==> src/rtl/dmux_nway_stream.sv <==
// dmux_nway_stream: registered 1-to-N stream demultiplexer with broadcast.
// Each output channel owns a one-entry buffer, so a stalled consumer only
// blocks traffic addressed to it (and broadcasts). Out-of-range selects are
// accepted, discarded, flagged on drop_pulse and counted in drop_count.
//
// Ports:
//   clk, rst_n   clock and asynchronous active-low reset
//   in_valid     input word present
//   in_ready     combinational: input word can be accepted this cycle
//   in_data      input word (WIDTH bits)
//   in_sel       target channel (SEL_W bits)
//   in_bcast     deliver to every channel, in_sel ignored
//   out_valid    per-channel word-present flag
//   out_ready    per-channel consumer ready
//   out_data     channel k in bits [k*WIDTH +: WIDTH]
//   drop_pulse   one-cycle pulse after an out-of-range word is accepted
//   drop_count   saturating count of dropped words
module dmux_nway_stream #(
  parameter int unsigned WIDTH    = 8,
  parameter int unsigned CHANNELS = 4,
  parameter int unsigned SEL_W    = $clog2(CHANNELS),
  parameter int unsigned ERR_W    = 8
) (
  input  logic                      clk,
  input  logic                      rst_n,
  input  logic                      in_valid,
  output logic                      in_ready,
  input  logic [WIDTH-1:0]          in_data,
  input  logic [SEL_W-1:0]          in_sel,
  input  logic                      in_bcast,
  output logic [CHANNELS-1:0]       out_valid,
  input  logic [CHANNELS-1:0]       out_ready,
  output logic [CHANNELS*WIDTH-1:0] out_data,
  output logic                      drop_pulse,
  output logic [ERR_W-1:0]          drop_count
);

  // Full select space, so in_sel can index without running past CHANNELS.
  localparam int unsigned SEL_SPAN = 1 << SEL_W;

  logic [CHANNELS-1:0]       out_valid_q, out_valid_d;
  logic [CHANNELS*WIDTH-1:0] out_data_q, out_data_d;
  logic                      drop_pulse_q, drop_pulse_d;
  logic [ERR_W-1:0]          drop_count_q, drop_count_d;

  logic [CHANNELS-1:0]       can_take;
  logic [SEL_SPAN-1:0]       can_take_span;
  logic [CHANNELS-1:0]       load;
  logic                      sel_in_range;
  logic                      accept;
  logic                      drop;

  // Acceptance: a buffer can take a word if empty or being drained this cycle.
  always_comb begin
    can_take      = ~out_valid_q | out_ready;
    can_take_span = SEL_SPAN'(can_take);
    sel_in_range  = ({1'b0, in_sel} < (SEL_W + 1)'(CHANNELS));
    in_ready      = 1'b1;
    if (in_bcast) begin
      in_ready = &can_take;
    end else if (sel_in_range) begin
      in_ready = can_take_span[in_sel];
    end
    accept = in_valid & in_ready;
    drop   = accept & ~in_bcast & ~sel_in_range;
    load   = '0;
    for (int unsigned k = 0; k < CHANNELS; k++) begin
      load[k] = accept & (in_bcast | (sel_in_range & (in_sel == SEL_W'(k))));
    end
  end

  // Next state: load wins over drain; drained data is left in place.
  always_comb begin
    out_valid_d  = out_valid_q;
    out_data_d   = out_data_q;
    drop_pulse_d = drop;
    drop_count_d = drop_count_q;
    for (int unsigned k = 0; k < CHANNELS; k++) begin
      if (load[k]) begin
        out_valid_d[k]                 = 1'b1;
        out_data_d[k*WIDTH +: WIDTH]   = in_data;
      end else if (out_ready[k]) begin
        out_valid_d[k]                 = 1'b0;
      end
    end
    if (drop && (drop_count_q != {ERR_W{1'b1}})) begin
      drop_count_d = drop_count_q + ERR_W'(1);
    end
  end

  // State registers.
  always_ff @(posedge clk or negedge rst_n) begin
    if (!rst_n) begin
      out_valid_q  <= '0;
      out_data_q   <= '0;
      drop_pulse_q <= 1'b0;
      drop_count_q <= '0;
    end else begin
      out_valid_q  <= out_valid_d;
      out_data_q   <= out_data_d;
      drop_pulse_q <= drop_pulse_d;
      drop_count_q <= drop_count_d;
    end
  end

  assign out_valid  = out_valid_q;
  assign out_data   = out_data_q;
  assign drop_pulse = drop_pulse_q;
  assign drop_count = drop_count_q;

endmodule

==> config.mk <==
export PLATFORM = sky130hd
export DESIGN_NAME = dmux_nway_stream
export DESIGN_NICKNAME = d
export VERILOG_FILES = /design/src/rtl/dmux_nway_stream.sv
export SDC_FILE = /design/constraint.sdc
export NUM_CORES = 1
export LEC_CHECK = 0
export CORE_MARGIN = 4
export CORE_UTILIZATION = 43
export DETAILED_ROUTE_END_ITERATION = 6
export HOLD_SLACK_MARGIN = 0.1
export PLACE_DENSITY = 0.89
export SYNTH_ARGS = -nofsm -noshare
export SYNTH_HDL_FRONTEND = slang
export SYNTH_SLANG_ARGS = --single-unit
==> constraint.sdc <==
create_clock -name clk -period 2.41 [get_ports clk]
set_input_delay 0.482 -clock clk [delete_from_list [all_inputs] [get_ports clk]]
set_output_delay 0.482 -clock clk [all_outputs]
set_load 0.01 [all_outputs]
* Yosys cells after proc, flatten, opt, wreduce, memory -nomap -nowiden *
Cells that the tools add are included.

cells by class
  magnitude comparators = 1
  equality and inequality tests = 3
  multiplexer cells = 11
  bitwise logic cells = 11
  reductions and logical operators = 6

operators by type and width
  operator                                                                      count
  1-bit two-way mux                                                             10
  2-bit nonzero test                                                            4
  1-bit bitwise AND                                                             5
  2-bit == test, second input constant                                          2
  4-bit NOT                                                                     1
  1-bit bitwise OR                                                              4
  4-bit bitwise OR                                                              1
  4-bit AND reduction                                                           1
  2-bit by 3-bit less-than comparator with 1-bit output, second input constant  1
  1-bit binary-select mux with 2-bit select                                     1
  2-bit by 1-bit == test with 1-bit output, second input constant               1
  2-bit zero test                                                               1

storage, ports and cells
  bits in registers = 36
  input bits = 18
  output and inout port bits = 46
  logic and storage cells = 40

* Depth between registers and ports, before layout *
Gate-level depths: netlist of the first run.

  depth in word-level cells = 8
  gate-level depth with buffers = 4
  depth with buffers taken out = 4

* Worst setup path after synthesis of the first run *
Ideal clock, no wire load.

  kind = input to register
  start = in in_bcast
  end = reg out_data_q[19] (netlist: out_data[19])
  library setup time = 125 ps
  data arrival time = 1757 ps
  required time = 2285 ps
  setup slack = 528 ps
  stages = 4
  path buffers = 0
  cell sequence = o21ba_2 o221ai_4 a221oi_4 mux2_2

on the way
  word-level cells in the longest chain between the ends = 3
  elaborated cells on any way between the ends = 4
  those cells by class = mux (1); bitwise (3)

ends and longest elaborated chain
  item                   RTL line  text
  start, declared        30        input logic in_bcast,
  1-bit two-way mux      59        if (in_bcast) begin
  1-bit bitwise AND      64        accept = in_valid & in_ready;
  1-bit bitwise AND (*)  68        load[k] = accept & (in_bcast | (sel_in_range & (in_sel == SEL_W'(k))));
  end signal, assigned   100       out_data_q <= out_data_d;
  end, declared          42        logic [CHANNELS*WIDTH-1:0] out_data_q, out_data_d;

Every way passes the cells marked *; elsewhere a longest branch is shown, timed or not.
A chain may end at the register's enable or synchronous reset.

* Final worst setup path of the first run *
  start = in in_bcast
  end = out in_ready

on the way
  word-level cells in the longest chain between the ends = 1

ends and longest elaborated chain
  item               RTL line  text
  1-bit two-way mux  59
  end, declared      27        output logic in_ready,

Every way passes these cells.

==> summary by stage, run 1 <==
Layout
The utilization after layout is 0.638. After filler insertion, the fill cell instance count of the layout stands at 305. The finished layout holds 220 standard cells, fillers aside. Relative to the synthesized area, the layout overhead comes to 42.3%.

The fraction of layout cells with a size suffix above 1 is 0.349. The repair_antennas step left the layout with diodes totalling 0. After the last flow step, the layout net total stands at 189.

Worst setup path
The nature of the critical path startpoint is an input pin. Data arrives at the worst endpoint at 1830 ps. On the critical path, the stage with the largest delay is an instance of clkdlybuf4s50_1. Traced cell by cell, the critical path runs through clkdlybuf4s50_1 > o21ba_2 > o221ai_4 > nor3_1 > dlygate4sd2_1. In this run the critical register-to-register path is launched from out_valid[2].

On the worst path, the slowest cell contributes a delay of between 400 and 500 ps. The number of buffers and inverters on the critical path is 2. The cell type group with the largest total delay on the critical path is buffers and inverters. The type of the worst setup path is input pin to output port. The worst reg2reg path depth is 4. The worst register-to-register path ends at out_data[22]. The element type at the critical path end is an output port. The peak fanout along the critical path is 2. The slack of the worst reg-to-reg path is 410 ps. The endpoint required time on the critical path is 1930 ps.

Die
The die is 70 um tall. The floorplan has 22 rows. The I/O pin count is between 60 and 70. The die area is 4900 um2. The total area inside the core boundary comes to 3690 um2. The floorplan die width is ~70 um. For this configuration, the core starts out at a cell density of 0.448.

Placement
The number of placed cells counting well taps is 212. Detailed placement ended at an HPWL of around 2700 um. The number of buffers inserted by port buffering is 54. The final weighted congestion in routability-driven placement is 0.720. At the placement stage, the worst setup path has a slack of -286 ps.

STA
The slack of the critical path is ~100 ps. Setup repair after global routing left no endpoint under its margin. Derived from the worst setup path, the maximum achievable clock frequency is 433 MHz. The worst clock skew is 5.71 ps. The number of failing hold endpoints at the final stage is 0. The final critical path time including I/O delays and setup is roughly 2300 ps. The number of slew-limit violations in the final report came to 0. Of the available clock period, the critical path in the final layout requires 0.958. The final number of setup-violating endpoints is 0.

Adding up every negative setup slack in the final design gives 0 ps. The normalized max-slew margin is 0.570. At the pin with the least slew margin, the transition time is 645 ps.

Min path
The worst hold path depth is 1. The class of the worst hold path is flop to flop. The worst hold path terminates at out_valid[3]. The worst hold path begins at out_valid[3].

Power
Of the total power, combinational logic draws 0.414. In this run the power density over the cells is approximately 990 nW/um2. The sum of internal, switching and leakage power is 2.33 mW.

The internal power of the cells totals 1.63 mW. The switching portion of total power is 0.299. For this design the total switching power over the nets is 0.695 mW. The analysis attributes to cell leakage a power of 1.02 nW. The portion of total power attributed to sequential cells is 0.399. IR analysis of the VDD net gives a maximum drop of 0.623 mV.

The clock group share of total power is 0.186.

Synthesis
Summing every instance area after synthesis gives 1650 um2. The flip-flop and latch count after synthesis is 36. Of all flip-flops after synthesis, the portion carrying an async set or reset was 1.00.

After synthesis, the netlist uses 22 different library cells. The most repeated cell in the gate-level netlist after synthesis is dfrtp_1. Among all flip-flop cells after synthesis, the most frequent one is dfrtp_1. Yosys printed 0 warnings. By area the synthesized netlist is led by dfrtp_1 55%, mux2_2 19%, a221oi_4 4.8%. Yosys mapped a number of flops with a built-in enable equal to 0. The mean area per synthesized cell is 15.6 um2. For this run, the register share of the synthesized area comes to 0.545. The share of synthesized area in the top cell type comes to 0.545. The synthesized netlist cell count is ~110. The cell type with the highest aggregate area in the netlist is dfrtp_1. Sorting the synthesized cells by how often they occur yields 36 x dfrtp_1, 28 x mux2_2, 9 x buf_4.

Route
The first TritonRoute pass finished after 3 iterations. Dividing the detail-routed via count by the number of cells gives 4.86. The number of DRC violations after detailed routing is 0. The DRC violation total after the first TritonRoute iteration is 32. The final route contains 1070 vias. Once detail routing completed, the nets flagged for antenna violations numbered 0. The total wirelength of the detailed-routed design is 3750 um. The detailed-route wire length per cell is 17.0 um.

Global route
The number of antenna violations at the first check in global routing is 0. The first global-routing pass estimated 6320 um of wire. Entering global routing, the biggest net connects 37 pins. The sum of overflow across all layers after global routing is 0. The number of global-route vias before repair was approximately 1.3k.

Across every metal layer, demand over resource in global routing totals 0.165.

Clock network
The CTS tree is yes. Post-CTS repair changed the size of 4 cells. The number of sinks on the clock net is 36. The TritonCTS buffer count is 5. Counting along the longest clock path gives a buffer depth of 2. The worst-skew pair later-pin latency is 280 ps.

The H-tree was split into 2 levels. After clock tree synthesis, the flow added hold-fix buffers numbering 0. After clock tree synthesis, the setup repair step added 0 buffers.

The clock tree root driver cell is clkbuf_8. Clock-pin slew was measured on the worst setup and hold paths at 70 ps.

Run
The count of maximum capacitance violations is 0.

Run status
The flow ran to the end, and the final reports show no timing, DRC or antenna violations.
[per-stage QoR]
stage / hold slack, ps / instance area (um2)
2_1_floorplan: 186 / 1680
3_3_place_gp: 480 / 2250
3_5_place_dp: 487 / 2250
4_1_cts: 508 / 2350
5_1_grt: 531 / 2350
6_report: 506 / 2350
[cell usage in the layout (no fill, tap or decap), drive strengths merged, types with 2 or more instances in the layout]
cell           count
clkdlybuf4s50     50
clkbuf             6
a21oi              2
nand2b             2
buf                5
dlygate4sd2        3
clkinv             2
a21o               4
mux2              32
a221oi             3
dfrtp             36
conb               9
inv                4
or2b               4
[registers in the layout, summed over array words and instances (netlist names)]
signal / count
out_data: 32
out_valid: 4
[cell type report]
type / count / area (um2) / area share
Multi-Input combinational cell: 64 / 699 / 0.297
Clock buffer: 6 / 82.6 / 0.0351
Tap cell: 48 / 60.1 / 0.0255
Clock inverter: 2 / 10.0 / 0.00426
Sequential cell: 36 / 901 / 0.383
Timing Repair Buffer: 59 / 577 / 0.245
Inverter: 5 / 22.5 / 0.00957
[worst max path at each step]
| stage | from | end | cells after the start |
|---|---|---|---|
| after detailed placement | in_sel[1] | in_ready | 5 |
| after floorplan | in_bcast | out_data[19] | 4 |
| after global routing | in_bcast | out_data[11] | 6 |
| after global placement | in_sel[1] | in_ready | 5 |
| after CTS | out_ready[2] | in_ready | 5 |
| final | in_bcast | in_ready | 5 |
[per-layer routing]
layer	part of all wire	routed length, um	up-vias	track usage
li1	-	-	489	-
met1	0.39	1470	531	0.184
met2	0.51	1910	46	0.278
met3	0.095	357	4	0.0878
met4	0.0035	13	0	0.0362
met5	0	0	-	0
[power groups by stage]
stage	sequential, mW	clock, mW	combinational, mW
4_1_cts	0.933	0.447	0.979
6_report	0.930	0.434	0.964
5_1_grt	0.958	0.483	1.03
2_1_floorplan	1.02	0	0.335
3_5_place_dp	0.938	0	0.974
3_3_place_gp	0.923	0	0.953
[logic make-up after synthesis]
family                 share of synthesized area
flip-flops                                 0.545
AND/OR/NAND/NOR                           0.0530
buffers and inverters                     0.0522
other                                    0.00227
AO/OA/AOI/OAI                              0.120
multiplexers                               0.227
Power figures use the tool's default switching activity.
==> run 2: changes to the inputs <==
Settings changed: ABC_AREA set to 1, CORE_MARGIN 4 to not set, CORE_UTILIZATION 43 to 46, CTS_BUF_LIST set to sky130_fd_sc_hd__clkbuf_8, PLACE_DENSITY 0.89 to 0.92.
==> run 2 against run 1 <==
Against the previous run:
- setup slack improved by 34 ps
- register-to-register slack improved by 470 ps
- first-iteration DRC count rose to 2.8 times the previous value
- sequential power fell by 6.9%
- worst hold slack got worse by 36 ps
- critical path depth rose by 3
- clock-buffer cell count rose by 1
- combinational power fell by 16%
- synthesized cell count rose by 79%
- clock skew fell by 3.3 ps
- design area rose by 5.5%
==> summary by stage, run 2 <==
Worst setup path
Data on the critical path arrives at its endpoint at 1790 ps. The largest incremental delay on the critical path is 450 ps. The slack of the worst reg-to-reg path is 880 ps. For the worst setup path, the data required time is 1930 ps. The type of the worst setup path is input pin to output port. The peak fanout along the critical path is 4.

The element type at the critical path end is an output port. In this run the worst setup path begins at in_sel[0]. The cell type group with the largest total delay on the critical path is buffers and inverters. The total buffers and inverters traversed by the critical path is 3. The beginning of the worst register-to-register path is out_valid[3]. The slowest stage of the critical path belongs to the cell clkdlybuf4s50_1.

Traced cell by cell, the critical path runs through clkdlybuf4s50_1 > buf_4 > nand2_2 > nand2_4 > nand2_2 > nand2_4 > nor2_8 > dlygate4sd2_1. STA classifies the critical path startpoint as an input pin.

Clock network
At the later pin of the worst-skew pair, clock insertion delay measures 290 ps. After clock tree synthesis, the clock-pin slew on the worst setup and hold paths is 70 ps. In this run the deepest clock path goes through 2 buffers. CTS placed an instance of clkbuf_8 at the clock tree root. The number of hold buffers added after CTS is 0. Clock tree synthesis found a total of 36 sinks. The TritonCTS buffer count is 5. TritonCTS built the clock tree. The number of H-tree levels is 2.

STA
The worst clock skew is 2.42 ps. Setup repair after global routing left no endpoint under its margin. The final number of setup-violating endpoints is 0. The number of slew-limit violations in the final report is 0. For the finished layout, the period the worst path requires is 2270 ps. The maximum operating frequency is 440 MHz. The post-route fraction of the period consumed by the critical path is 0.943. The number of failing hold endpoints at the final stage is 0.

Synthesis
For this run, the leading register cell type out of synthesis is dfrtp_1. Summing every instance area after synthesis gives ~1800 um2. The area share of the largest cell type after synthesis is 0.512. Synthesis inferred 36 register bits.

The average instance in the mapped netlist occupies 9.25 um2. The Yosys step of the flow raised 0 warnings. dfrtp_1 takes more of the synthesized area than any other cell. After synthesis, the most frequently instantiated cells are 74 x nand2_1, 36 x dfrtp_1, 33 x nand4_1. Synthesis produced 190 cells. The sequential fraction of the synthesis area is 0.512. The synthesized design contains 0 enable-type register cells. The post-synthesis cell type count is 20. The most common cell in the synthesized netlist is nand2_1.

By area the synthesized netlist is led by dfrtp_1 51%, nand2_1 16%, nand4_1 12%. After synthesis, the share of flip-flops with an asynchronous set or reset is 1.00.

Global route
The number of antenna violations at the first check in global routing was 0. The wire length of the first global-routing pass is roughly 7000 um. Across every metal layer, demand over resource in global routing totals 0.229. Global routing finished with a remaining overflow of 0. Entering global routing, the biggest net connects 37 pins. The number of global-route vias before repair is 1496.

Power
Summing internal, switching and leakage power gives 2.26 mW. VDD sags by at most 0.526 mV. The power per cell area is 912 nW/um2. The leakage power summed over all cells is 1.21 nW.

Route
The DRC violation total after the first TritonRoute iteration is 91. Using the TritonRoute via totals, the vias-per-cell ratio works out to 5.24. The number of DRC violations after detailed routing is 0.

For this block, the routed nets add up to 4260 um of wire. The detailed-route wire length per cell is 14.1 um. The total via count in the routed design is 1588.

The remaining number of nets flagged by the antenna check after routing is 0. For this run, the detailed router's first-pass iteration total came to 4.

Placement
In this run the cell area measured after placement is 2360 um2. During placement, the flow inserted port buffers numbering 54. The congestion estimate from routability-driven global placement came to 0.780. The placed wire-length estimate is 3080 um.

Run
The count of maximum capacitance violations is 0.

Layout
The library cell used most frequently in the layout, excluding fill and tap cells, is nand2_1. Once layout is complete, the utilization of the core stands at 0.678. The total non-filler cell area in the finished layout is 2480 um2. In the layout the commonest cells are 74 x nand2_1, 53 x clkdlybuf4s50_1, 36 x dfrtp_1. The synthesis-to-finish area growth is 41.1%. The count of antenna diodes in the layout is 0.

In the final layout, the share of cells above drive strength 1 is 0.141. The number of nets at the end of the flow is 272. The layout has 285 filler cells.

The register with the most flip-flops in the layout has 32 of them.

Run status
The run finished with clean final reports.

Die
The floorplan has 22 rows. For this configuration, the core starts out at a cell density of 0.480. The I/O pin count is 64. The floorplan step defined a die boundary enclosing 4070 um2.

The area of the placeable core is 3660 um2. The floorplan die width is around 64 um. The die height is 63.8 um.

Min path
The worst hold path begins at out_data[17]. The class of the worst hold path is flop to flop.
## run 2: cell count changes in the layout (fill, tap and decap cells not counted), sizes merged, moves of 3 or more
cell,change
o21ai,+4
nand2,+78
nand4,+36
nor2,+6
clkdlybuf4s50,+3
mux2,-32
or2b,-4
inv,+5
a221oi,-3
buf,+7
a21o,-4
## run 2: kinds of logic after synthesis
kind of cell	Yosys count	synth area share
AOI/OAI and AO/OA	4	0.0199
buffers and inverters	26	0.0890
DFF	36	0.512
other	1	0.00213
and+or+nand+nor	123	0.377
## run 2: metal layers
metal,GRT usage,wire length (um),share of wire,vias up
met4,0.0795,103,0.024,0
met1,0.305,1710,0.40,729
met3,0.0607,438,0.10,14
met2,0.360,2000,0.47,92
met5,0,0,0,-
li1,-,-,-,753
## run 2: tightest hold or removal path: stages (launching register included)
cell and delay [ps]:
dfrtp_1 350, nand2_1 50, nand2_1 40
## run 2: path summary, 6_finish.rpt
check / to / cells after the start
max: in_ready / 8
min: out_data[17] / 2
max reg2reg: out_data[11] / 8
min reg2reg: out_data[17] / 2
max in group asynchronous: out_data[0] / 2
min in group asynchronous: out_valid[3] / 2
## run 2: stage by stage
step           TNS (ps)  instances  hold WS [ps]  setup slack [ps]
6_report              0        303           471               136
5_1_grt               0        303           504              83.0
4_1_cts               0        303           479               139
3_5_place_dp       -126        295           461              -126
3_3_place_gp      -97.6        295           456             -97.6
2_1_floorplan         0        198           186               635
## run 2: cell type report
| cell class | count | area [um2] | share of cell area |
|---|---|---|---|
| Clock buffer | 7 | 96.3 | 0.0388 |
| Clock inverter | 1 | 30.0 | 0.0121 |
| Inverter | 9 | 33.8 | 0.0136 |
| Multi-Input combinational cell | 136 | 731 | 0.295 |
| Sequential cell | 36 | 901 | 0.363 |
| Tap cell | 48 | 60.1 | 0.0242 |
| Timing Repair Buffer | 66 | 629 | 0.254 |
## run 2: repair_timing
action                                  in CTS  in global routing
endpoints found under the setup margin       1                  0
setup buffers                                0                  0
hold endpoints to repair                     0                  0
resized for setup                            1                  0
## run 2: power by group
group / leakage (nW) / switching [mW] / internal [mW]
sequential: 0.447 / 0.0961 / 0.770
clock: 0.0645 / 0.220 / 0.365
combinational: 0.701 / 0.391 / 0.422
total: 1.21 / 0.707 / 1.56
==> run 3: changes to the inputs <==
Settings changed: CTS_CLUSTER_DIAMETER set to 100.
==> results of run 3 <==
Final layout, timing and power as in run 2 (identical DEF).
